--- src/rtl/ball_motion_if.sv ---
// Ball motion bus: frame tick, collision code and control in,
// ball position and status out.
interface ball_motion_if;
    logic       FrameTick;
    logic [2:0] ColIn;
    logic       Serve;
    logic       Pause;
    logic [9:0] XCord;
    logic [9:0] YCord;
    logic       Moving;
    logic       Miss;
    logic [7:0] HitCount;
    logic [3:0] Speed;

    modport master (
        output FrameTick, ColIn, Serve, Pause,
        input  XCord, YCord, Moving, Miss, HitCount, Speed
    );

    modport slave (
        input  FrameTick, ColIn, Serve, Pause,
        output XCord, YCord, Moving, Miss, HitCount, Speed
    );
endinterface

--- src/rtl/ball_motion.sv ---
// Pong ball kinematics: serve countdown, per-frame stepping,
// reflection from latched collision flags, and miss detection.
module ball_motion #(
    parameter int START_X      = 320,
    parameter int START_Y      = 200,
    parameter int Y_MAX        = 400,
    parameter int SERVE_FRAMES = 60,
    parameter int INIT_SPEED   = 2,
    parameter int MAX_SPEED    = 7,
    parameter int SPEEDUP_HITS = 4
) (
    input logic          Clk,
    input logic          Rst_n,
    ball_motion_if.slave bus
);
    typedef enum logic [1:0] {IDLE, SERVE, MOVE} state_t;

    localparam logic [9:0]  SX       = 10'(START_X);
    localparam logic [9:0]  SY       = 10'(START_Y);
    localparam logic [9:0]  YMAX     = 10'(Y_MAX);
    localparam logic [10:0] YMAX11   = 11'(Y_MAX);
    localparam logic [7:0]  SRV_LAST = 8'(SERVE_FRAMES - 1);
    localparam logic [3:0]  INIT_SPD = 4'(INIT_SPEED);
    localparam logic [3:0]  MAX_SPD  = 4'(MAX_SPEED);

    // flag bit positions
    localparam int FP = 0;
    localparam int FN = 1;
    localparam int FW = 2;
    localparam int FC = 3;
    localparam int FF = 4;

    state_t      state, stateN;
    logic [9:0]  xCord, xCordN;
    logic [9:0]  yCord, yCordN;
    logic        dirX, dirXN;
    logic        dirY, dirYN;
    logic [3:0]  speed, speedN;
    logic [7:0]  hitCnt, hitCntN;
    logic        miss, missN;
    logic [4:0]  flags, flagsN;
    logic [7:0]  cnt, cntN;
    logic [4:0]  colDec;
    logic [4:0]  eff;
    logic [10:0] sumX, sumY;
    logic [7:0]  hitInc;

    always_comb begin
        colDec = '0;
        case (bus.ColIn)
            3'b001:  colDec[FP] = 1'b1;
            3'b011:  colDec[FN] = 1'b1;
            3'b100:  colDec[FW] = 1'b1;
            3'b010:  colDec[FC] = 1'b1;
            3'b110:  colDec[FF] = 1'b1;
            default: colDec = '0;
        endcase
    end

    always_comb begin
        stateN  = state;
        xCordN  = xCord;
        yCordN  = yCord;
        dirXN   = dirX;
        dirYN   = dirY;
        speedN  = speed;
        hitCntN = hitCnt;
        missN   = 1'b0;
        flagsN  = flags;
        cntN    = cnt;
        eff     = flags | colDec;
        sumX    = '0;
        sumY    = '0;
        hitInc  = hitCnt;
        unique case (state)
            IDLE: begin
                xCordN = SX;
                yCordN = SY;
                flagsN = '0;
                cntN   = '0;
                if (bus.Serve) begin
                    stateN  = SERVE;
                    speedN  = INIT_SPD;
                    hitCntN = '0;
                    dirXN   = 1'b1;
                    dirYN   = ~dirY;
                end
            end
            SERVE: begin
                flagsN = '0;
                if (bus.FrameTick && !bus.Pause) begin
                    if (cnt == SRV_LAST) begin
                        stateN = MOVE;
                        cntN   = '0;
                    end else begin
                        cntN = cnt + 8'd1;
                    end
                end
            end
            MOVE: begin
                if (!bus.Pause) begin
                    flagsN = eff;
                    if (bus.FrameTick) begin
                        flagsN = '0;
                        if (eff[FN]) begin
                            stateN = IDLE;
                            xCordN = SX;
                            yCordN = SY;
                            missN  = 1'b1;
                        end else begin
                            // P and W are mutually exclusive on pre-tick DirX
                            if (eff[FP] && dirX) begin
                                dirXN = 1'b0;
                                if (hitCnt != 8'hFF)
                                    hitInc = hitCnt + 8'd1;
                                hitCntN = hitInc;
                                if ((32'(hitInc) % SPEEDUP_HITS) == 0
                                    && speed < MAX_SPD)
                                    speedN = speed + 4'd1;
                            end
                            if (eff[FW] && !dirX)
                                dirXN = 1'b1;
                            if (eff[FC] && !dirY)
                                dirYN = 1'b1;
                            if (eff[FF] && dirY)
                                dirYN = 1'b0;

                            if (dirXN) begin
                                sumX   = {1'b0, xCord} + {7'b0, speed};
                                xCordN = sumX[10] ? 10'h3FF : sumX[9:0];
                            end else if (xCord < {6'b0, speed}) begin
                                xCordN = '0;
                                dirXN  = 1'b1;
                            end else begin
                                xCordN = xCord - {6'b0, speed};
                            end

                            if (dirYN) begin
                                sumY = {1'b0, yCord} + {7'b0, speed};
                                if (sumY > YMAX11) begin
                                    yCordN = YMAX;
                                    dirYN  = 1'b0;
                                end else begin
                                    yCordN = sumY[9:0];
                                end
                            end else if (yCord < {6'b0, speed}) begin
                                yCordN = '0;
                                dirYN  = 1'b1;
                            end else begin
                                yCordN = yCord - {6'b0, speed};
                            end
                        end
                    end
                end
            end
            default: stateN = IDLE;
        endcase
    end

    always_ff @(posedge Clk) begin
        if (!Rst_n) begin
            state  <= IDLE;
            xCord  <= SX;
            yCord  <= SY;
            dirX   <= 1'b1;
            dirY   <= 1'b1;
            speed  <= INIT_SPD;
            hitCnt <= '0;
            miss   <= 1'b0;
            flags  <= '0;
            cnt    <= '0;
        end else begin
            state  <= stateN;
            xCord  <= xCordN;
            yCord  <= yCordN;
            dirX   <= dirXN;
            dirY   <= dirYN;
            speed  <= speedN;
            hitCnt <= hitCntN;
            miss   <= missN;
            flags  <= flagsN;
            cnt    <= cntN;
        end
    end

    assign bus.XCord    = xCord;
    assign bus.YCord    = yCord;
    assign bus.Moving   = (state == MOVE);
    assign bus.Miss     = miss;
    assign bus.HitCount = hitCnt;
    assign bus.Speed    = speed;
endmodule
--- src/flat_wrapper.sv ---
// flat-port wrapper written by rule: the top's interface ports become plain ports
module ball_motion_flat 
#(
    parameter int START_X      = 320,
    parameter int START_Y      = 200,
    parameter int Y_MAX        = 400,
    parameter int SERVE_FRAMES = 60,
    parameter int INIT_SPEED   = 2,
    parameter int MAX_SPEED    = 7,
    parameter int SPEEDUP_HITS = 4
)
  (Clk, Rst_n, bus_FrameTick, bus_ColIn, bus_Serve, bus_Pause, bus_XCord, bus_YCord, bus_Moving, bus_Miss, bus_HitCount, bus_Speed);
  ball_motion_if bus_i ();
  input logic Clk;
  input logic Rst_n;
  input wire logic [$bits(bus_i.FrameTick)-1:0] bus_FrameTick;
  input wire logic [$bits(bus_i.ColIn)-1:0] bus_ColIn;
  input wire logic [$bits(bus_i.Serve)-1:0] bus_Serve;
  input wire logic [$bits(bus_i.Pause)-1:0] bus_Pause;
  output wire logic [$bits(bus_i.XCord)-1:0] bus_XCord;
  output wire logic [$bits(bus_i.YCord)-1:0] bus_YCord;
  output wire logic [$bits(bus_i.Moving)-1:0] bus_Moving;
  output wire logic [$bits(bus_i.Miss)-1:0] bus_Miss;
  output wire logic [$bits(bus_i.HitCount)-1:0] bus_HitCount;
  output wire logic [$bits(bus_i.Speed)-1:0] bus_Speed;
  assign bus_i.FrameTick = bus_FrameTick;
  assign bus_i.ColIn = bus_ColIn;
  assign bus_i.Serve = bus_Serve;
  assign bus_i.Pause = bus_Pause;
  assign bus_XCord = bus_i.XCord;
  assign bus_YCord = bus_i.YCord;
  assign bus_Moving = bus_i.Moving;
  assign bus_Miss = bus_i.Miss;
  assign bus_HitCount = bus_i.HitCount;
  assign bus_Speed = bus_i.Speed;
  ball_motion #(.START_X(START_X), .START_Y(START_Y), .Y_MAX(Y_MAX), .SERVE_FRAMES(SERVE_FRAMES), .INIT_SPEED(INIT_SPEED), .MAX_SPEED(MAX_SPEED), .SPEEDUP_HITS(SPEEDUP_HITS)) u_core (.Clk(Clk), .Rst_n(Rst_n), .bus(bus_i));
endmodule
--- config.mk ---
export PLATFORM = sky130hd
export DESIGN_NAME = ball_motion_flat
export DESIGN_NICKNAME = d
export VERILOG_FILES = /design/src/rtl/ball_motion_if.sv /design/src/rtl/ball_motion.sv /design/src/flat_wrapper.sv
export SDC_FILE = /design/constraint.sdc
export NUM_CORES = 1
export LEC_CHECK = 0
export ABC_CLOCK_PERIOD_IN_PS = 4500
export CAP_MARGIN = 0
export CORE_MARGIN = 8
export CORE_UTILIZATION = 40
export DETAILED_ROUTE_END_ITERATION = 12
export HOLD_SLACK_MARGIN = 0.15
export SYNTH_ARGS = -nofsm -noshare
export SYNTH_HDL_FRONTEND = slang
export SYNTH_SLANG_ARGS = --single-unit
--- constraint.sdc ---
create_clock -name Clk -period 4.5 [get_ports Clk]
set_input_delay 0.675 -clock Clk [delete_from_list [all_inputs] [get_ports Clk]]
set_output_delay 0.675 -clock Clk [all_outputs]
set_load 0.02 [all_outputs]
==> metrics.txt, run 1 <==
CTS max path bufs=2; max_cap viols=0; CP max-delay cell=ha_1; Layout area overhead=14.5%; GRT Util Overall=16.2%; Worst-Skew Late Latency=between 0.3 and 0.4 ns; placed cell count=626; Core ar.=between 9000 and 10000 um2; Hold Buf Count CTS=0; Util after Layout=between 40 and 50%; Setup TNS=0 ns; CTS Sinks=50; Mapped Area=about 3800 um2; pin count of the biggest net entering global routing=25; Period minus WS final=3.13 ns; Max IR drop VDD=between 0.1 and 0.15 mV; CP startpoint kind=register; register area share after synthesis=26.4%; Tcrit/Tclk final=69.7%; DRT Pass-1 Iters=4; Leak=around 1.5 nW; Cell Rows=35; endpoint class of the critical path=register; critical path class=register to register; wire per inst=between 15 and 20 um; Worst-Margin Slew=0.840 ns; number of synthesized flops with an enable pin=0; die width=between 100 and 150 um; fraction of layout cells with a size suffix above 1=roughly 5.3%; Post-CTS Setup Repair Bufs=0; final non-filler cell total=~630; DRT iter0 DRCs=between 200 and 250; Total Nets Final=535; status=finished, final reports clean; CP max stage delay=about 0.6 ns; syn nets=around 510; Ys Warns=0; Hold Crit Class=register to register; first-pass GRT wire length=between 15000 and 20000 um; pwr/cell area=~190 nW/um2; remaining antenna violation count=0; Max Transition Viols Final=0; Hold Fails Final Rpt=0; GRT overflow=0; FFs w/ async S/R, synth=0%; Routed WL=a little over 10000 um; die area=around 13000 um2; Slew HR=around 44%; CP Max Fanout=12; CTS resizes=0; Final setup viols=0; Synth cell types=83; pre-CTS WS=1.35 ns; dominant synthesized flop cell=dfxtp_1; Final GP Congestion=slightly below 0.9; Syn Inst Count=~480; Final Cell Area=between 4000 and 5000 um2; Inserted Diodes=0; unrepaired setup endpoints after global routing=false; vias per std cell=5.75; HPWL after detailed placement=around 7600 um; Cell Area, Placed=4250 um2; H-Tree Depth=2; Fill cells=between 900 and 1000; via count=around 3600; synthesis-stage register bit count=50; Avg Cell Area, Syn=7.87 um2; Starting Density=between 40% and 50%; initial antenna violation count=0; final worst slack=1.37 ns; CTS tree=yes; IO Count=42; WP data required=~4.7 ns; die height=between 100 and 150 um; CTS Buf Count=5; CTS clk-pin slew, worst paths=roughly 0.09 ns; I/O Buffers=roughly 40; crit path cell chain=inv_1 > ha_1 > nand2b_1 > o311a_4 > a2111o_1 > a32oi_2 > o311ai_4 > or3_1 > a31oi_1; DRC errors left=0; vias in the first global route=between 3000 and 4000; Worst Skew=0.00845 ns; root buffer cell=clkbuf_8; fmax=between 300 and 400 MHz; CP Data Arrival Time=3.37 ns
==> stage by stage <==
stage	hold WS, ns	total power, mW
3_5_place_dp	0.450	0.578
3_3_place_gp	0.443	0.579
5_1_grt	0.487	0.889
4_1_cts	0.465	0.854
2_1_floorplan	0.432	0.543
6_report	0.462	0.844
==> cells by family after synthesis <==
family,after synthesis,share of synthesized area [%]
fa+ha+maj,23,8.38
xor+xnor,18,4.36
buf+inv,49,5.61
mux,2,0.528
compound gates,155,29.1
flops,50,26.4
simple gates,185,25.7
==> state kept, by name, summed over array words and instances (netlist names) <==
register and cells:
u_core.state 2, u_core.cnt 8, u_core.bus.YCord 10, u_core.bus.Miss 1
u_core.dirX 1, u_core.bus.HitCount 8, u_core.flags 5, u_core.bus.Speed 4
u_core.dirY 1, u_core.bus.XCord 10
==> where the power goes <==
group | switching [mW] | internal [mW]
clock network | 0.151 | 0.124
registers | 0.0113 | 0.447
logic | 0.0704 | 0.0402
==> worst max-delay path, delay by kind of cell, from the launching register on <==
family	cells	cell delay, ns
simple gates	2	0.52
fa+ha+maj	1	0.61
flops	1	0.54
compound gates	5	1.17
buf+inv	1	0.21
==> Yosys cell counts, types with 6 or more instances <==
cell / instances / area, um2
nand3_1: 7 / 35.0
dfxtp_1: 50 / 1000
inv_1: 19 / 71.3
clkbuf_1: 20 / 75.1
nor2_1: 48 / 180
a21o_1: 6 / 45.0
nand4_1: 10 / 62.6
a211oi_1: 10 / 75.1
or3_1: 8 / 50.1
nor3_1: 12 / 60.1
nand2_1: 40 / 150
and3_1: 9 / 56.3
xnor2_1: 9 / 78.8
o21ai_1: 8 / 40.0
nand2b_1: 14 / 87.6
o21ai_0: 22 / 110
a21oi_1: 43 / 215
a31oi_1: 8 / 50.1
xor2_1: 8 / 70.1
ha_1: 19 / 238
==> cell usage in the layout (no fill, tap or decap), types with 12 or more instances in the layout <==
cell	n
a21oi_1	43
clkdlybuf4s50_1	41
dfxtp_1	50
ha_1	19
inv_1	19
nand2_1	40
nand2b_1	14
nor2_1	48
nor3_1	12
o21ai_0	22
==> final cells by class <==
cell class / instances / area [um2] / share of cell area [%]
Clock inverter: 2 / 12.5 / 0.288
Timing Repair Buffer: 43 / 425 / 9.80
Tap cell: 129 / 161 / 3.72
Clock buffer: 6 / 82.6 / 1.90
Sequential cell: 50 / 1000 / 23.0
Multi-Input combinational cell: 383 / 2580 / 59.4
Inverter: 21 / 81.3 / 1.87
==> metal layers <==
| metal | GRT usage, % | share of wire [%] |
|---|---|---|
| met1 | 21.5 | 49 |
| met2 | 26.0 | 44 |
| met3 | 3.59 | 6.6 |
| met4 | 3.55 | 0.72 |
| met5 | 0 | 0 |
==> path summary, 6_finish.rpt <==
check | cells past startpoint | slack [ns] | to | from
setup / recovery | 9 | 1.37 | u_core.bus.YCord[1]$_SDFFE_PN0P_ | u_core.bus.Speed[3]$_SDFFE_PN0P_
hold / removal | 2 | 0.46 | u_core.flags[4]$_SDFFE_PN0P_ | u_core.flags[4]$_SDFFE_PN0P_
hold reg to reg | 2 | 0.46 | u_core.flags[4]$_SDFFE_PN0P_ | u_core.flags[4]$_SDFFE_PN0P_
setup reg to reg | 9 | 1.37 | u_core.bus.YCord[1]$_SDFFE_PN0P_ | u_core.bus.Speed[3]$_SDFFE_PN0P_
(Power assumes the default switching activity.)
==> run 2: changes to the inputs <==
--- a/config.mk
+++ b/config.mk
@@ -5,7 +5,7 @@
 export SDC_FILE = /design/constraint.sdc
 export NUM_CORES = 1
 export LEC_CHECK = 0
-export ABC_CLOCK_PERIOD_IN_PS = 4500
+export ABC_CLOCK_PERIOD_IN_PS = 3200
 export CAP_MARGIN = 0
 export CORE_MARGIN = 8
 export CORE_UTILIZATION = 40
==> constraint.sdc (replaced) <==
create_clock -name Clk -period 3.2 [get_ports Clk]
set_input_delay 0.48 -clock Clk [delete_from_list [all_inputs] [get_ports Clk]]
set_output_delay 0.48 -clock Clk [all_outputs]
set_load 0.02 [all_outputs]
==> metrics.txt, run 2 (synthesized netlist as in run 1, its figures left out) <==
via count=3705; CTS max path bufs=2; Cell Rows=35; Post-CTS Setup Repair Bufs=0; CTS resizes=0; Slew HR=between 30% and 40%; CTS Sinks=50; pwr/cell area=273 nW/um2; sequential power share=approximately 53%; Starting Density=between 40% and 50%; R2R setup slack=approximately 0.31 ns; die height=113 um; H-Tree Depth=2; GRT Util Overall=between 10% and 20%; CTS tree=yes; fmax=347 MHz; Final GP Congestion=between 0.8 and 0.9; pin count of the biggest net entering global routing=21; critical path class=register to register; Routed WL=10600 um; I/O Buffers=between 40 and 50; die area=between 10000 and 15000 um2; commonest non-fill, non-tap cell in the layout=dfxtp_1; HPWL after detailed placement=8120 um; Hold Buf Count CTS=0; Combinational Power Share=between 10% and 20%; Psw=approximately 360 uW; wire per inst=roughly 16 um; GRT overflow=0; Max Transition Viols Final=0; Worst-Skew Late Latency=between 0.3 and 0.4 ns; WP data required=3.44 ns; commonest non-fill, non-tap cells in the layout=50 x dfxtp_1, 48 x nor2_1, 43 x a21oi_1; switching share of power=between 20% and 30%; Final setup viols=0; P_int=856 uW; CTS clk-pin slew, worst paths=0.11 ns; Inserted Diodes=0; Period minus WS final=between 2 and 3 ns; fraction of layout cells with a size suffix above 1=just over 8%; Worst-Margin Slew=roughly 0.90 ns; status=finished, final reports clean; die width=113 um; DRT iter0 DRCs=215; initial antenna violation count=0; CP Data Arrival Time=3.13 ns; root buffer cell=clkbuf_8; Hold Crit Class=register to register; DRT Pass-1 Iters=4; IO Count=42; Layout area overhead=17.7%; Setup TNS=0 ns; Max IR drop VDD=around 0.17 mV; vias in the first global route=3495; Leak=between 1.5 and 2 nW; max_cap viols=0; CP startpoint kind=register; Total Nets Final=551; unrepaired setup endpoints after global routing=false; DRC errors left=0; clock share of power=between 30 and 40%; Hold Fails Final Rpt=0; endpoint class of the critical path=register; Util after Layout=about half; CTS Buf Count=5; Worst Skew=~0.015 ns; Tcrit/Tclk final=about 90%; remaining antenna violation count=0; CP Max Fanout=12; Core ar.=approximately 9200 um2; vias per std cell=5.70; first-pass GRT wire length=approximately 17000 um
run 2: cell count changes in the layout (fill, tap and decap cells not counted):
cell	previous run	this run
clkinv_2	1	0
clkinv_4	0	1
clkbuf_8	6	5
buf_4	2	18
inv_6	0	2
clkinvlp_4	1	0
run 2: area by class of cell:
type / instances / area, um2
Fill cell: 958 / 4780
Multi-Input combinational cell: 383 / 2580
Sequential cell: 50 / 1000
Timing Repair Buffer: 59 / 546
Tap cell: 129 / 161
Inverter: 21 / 81.3
Clock buffer: 5 / 68.8
Clock inverter: 3 / 26.3
run 2: critical path, stage by stage (launching register included):
cell and delay [ns]:
dfxtp_1 0.44, inv_1 0.12, ha_1 0.59, nand2b_1 0.18
o311a_4 0.18, a2111o_1 0.42, a32oi_2 0.26, o311ai_4 0.15
or3_1 0.33, a31oi_1 0.16
run 2: metrics by stage:
step                      hold WS (ns)  std cells  instance area [um2]  total power, mW  worst slack (ns)
after global placement           0.447        642                 4370            0.828             0.365
after CTS                        0.468        650                 4460             1.24             0.332
after detailed placement         0.450        642                 4370            0.828             0.345
after global routing             0.477        650                 4460             1.28             0.135
final                            0.467        650                 4460             1.22             0.314
after floorplan                  0.432        482                 3790            0.763             0.338
run 2: power groups by stage:
stage | sequential (mW) | combinational [mW] | clock (mW)
floorplan | 0.654 | 0.109 | 0
global placement | 0.659 | 0.169 | 0
detailed placement | 0.659 | 0.169 | 0
CTS | 0.645 | 0.170 | 0.422
global route | 0.647 | 0.187 | 0.441
finish | 0.645 | 0.170 | 0.404
run 2: per-layer routing:
metal	track usage (%)	up-vias	routed length (um)
met5	0	-	0
met4	3.91	0	97
met3	3.86	12	662
met2	26.0	105	4690
met1	22.1	1746	5160
li1	-	1842	-
run 2: path summary, 6_finish.rpt:
check                                        start                          endpoint  cells past startpoint
setup / recovery  u_core.bus.Speed[3]$_SDFFE_PN0P_  u_core.bus.YCord[1]$_SDFFE_PN0P_                      9
hold / removal        u_core.flags[4]$_SDFFE_PN0P_      u_core.flags[4]$_SDFFE_PN0P_                      2
setup reg to reg  u_core.bus.Speed[3]$_SDFFE_PN0P_  u_core.bus.YCord[1]$_SDFFE_PN0P_                      9
hold reg to reg       u_core.flags[4]$_SDFFE_PN0P_      u_core.flags[4]$_SDFFE_PN0P_                      2
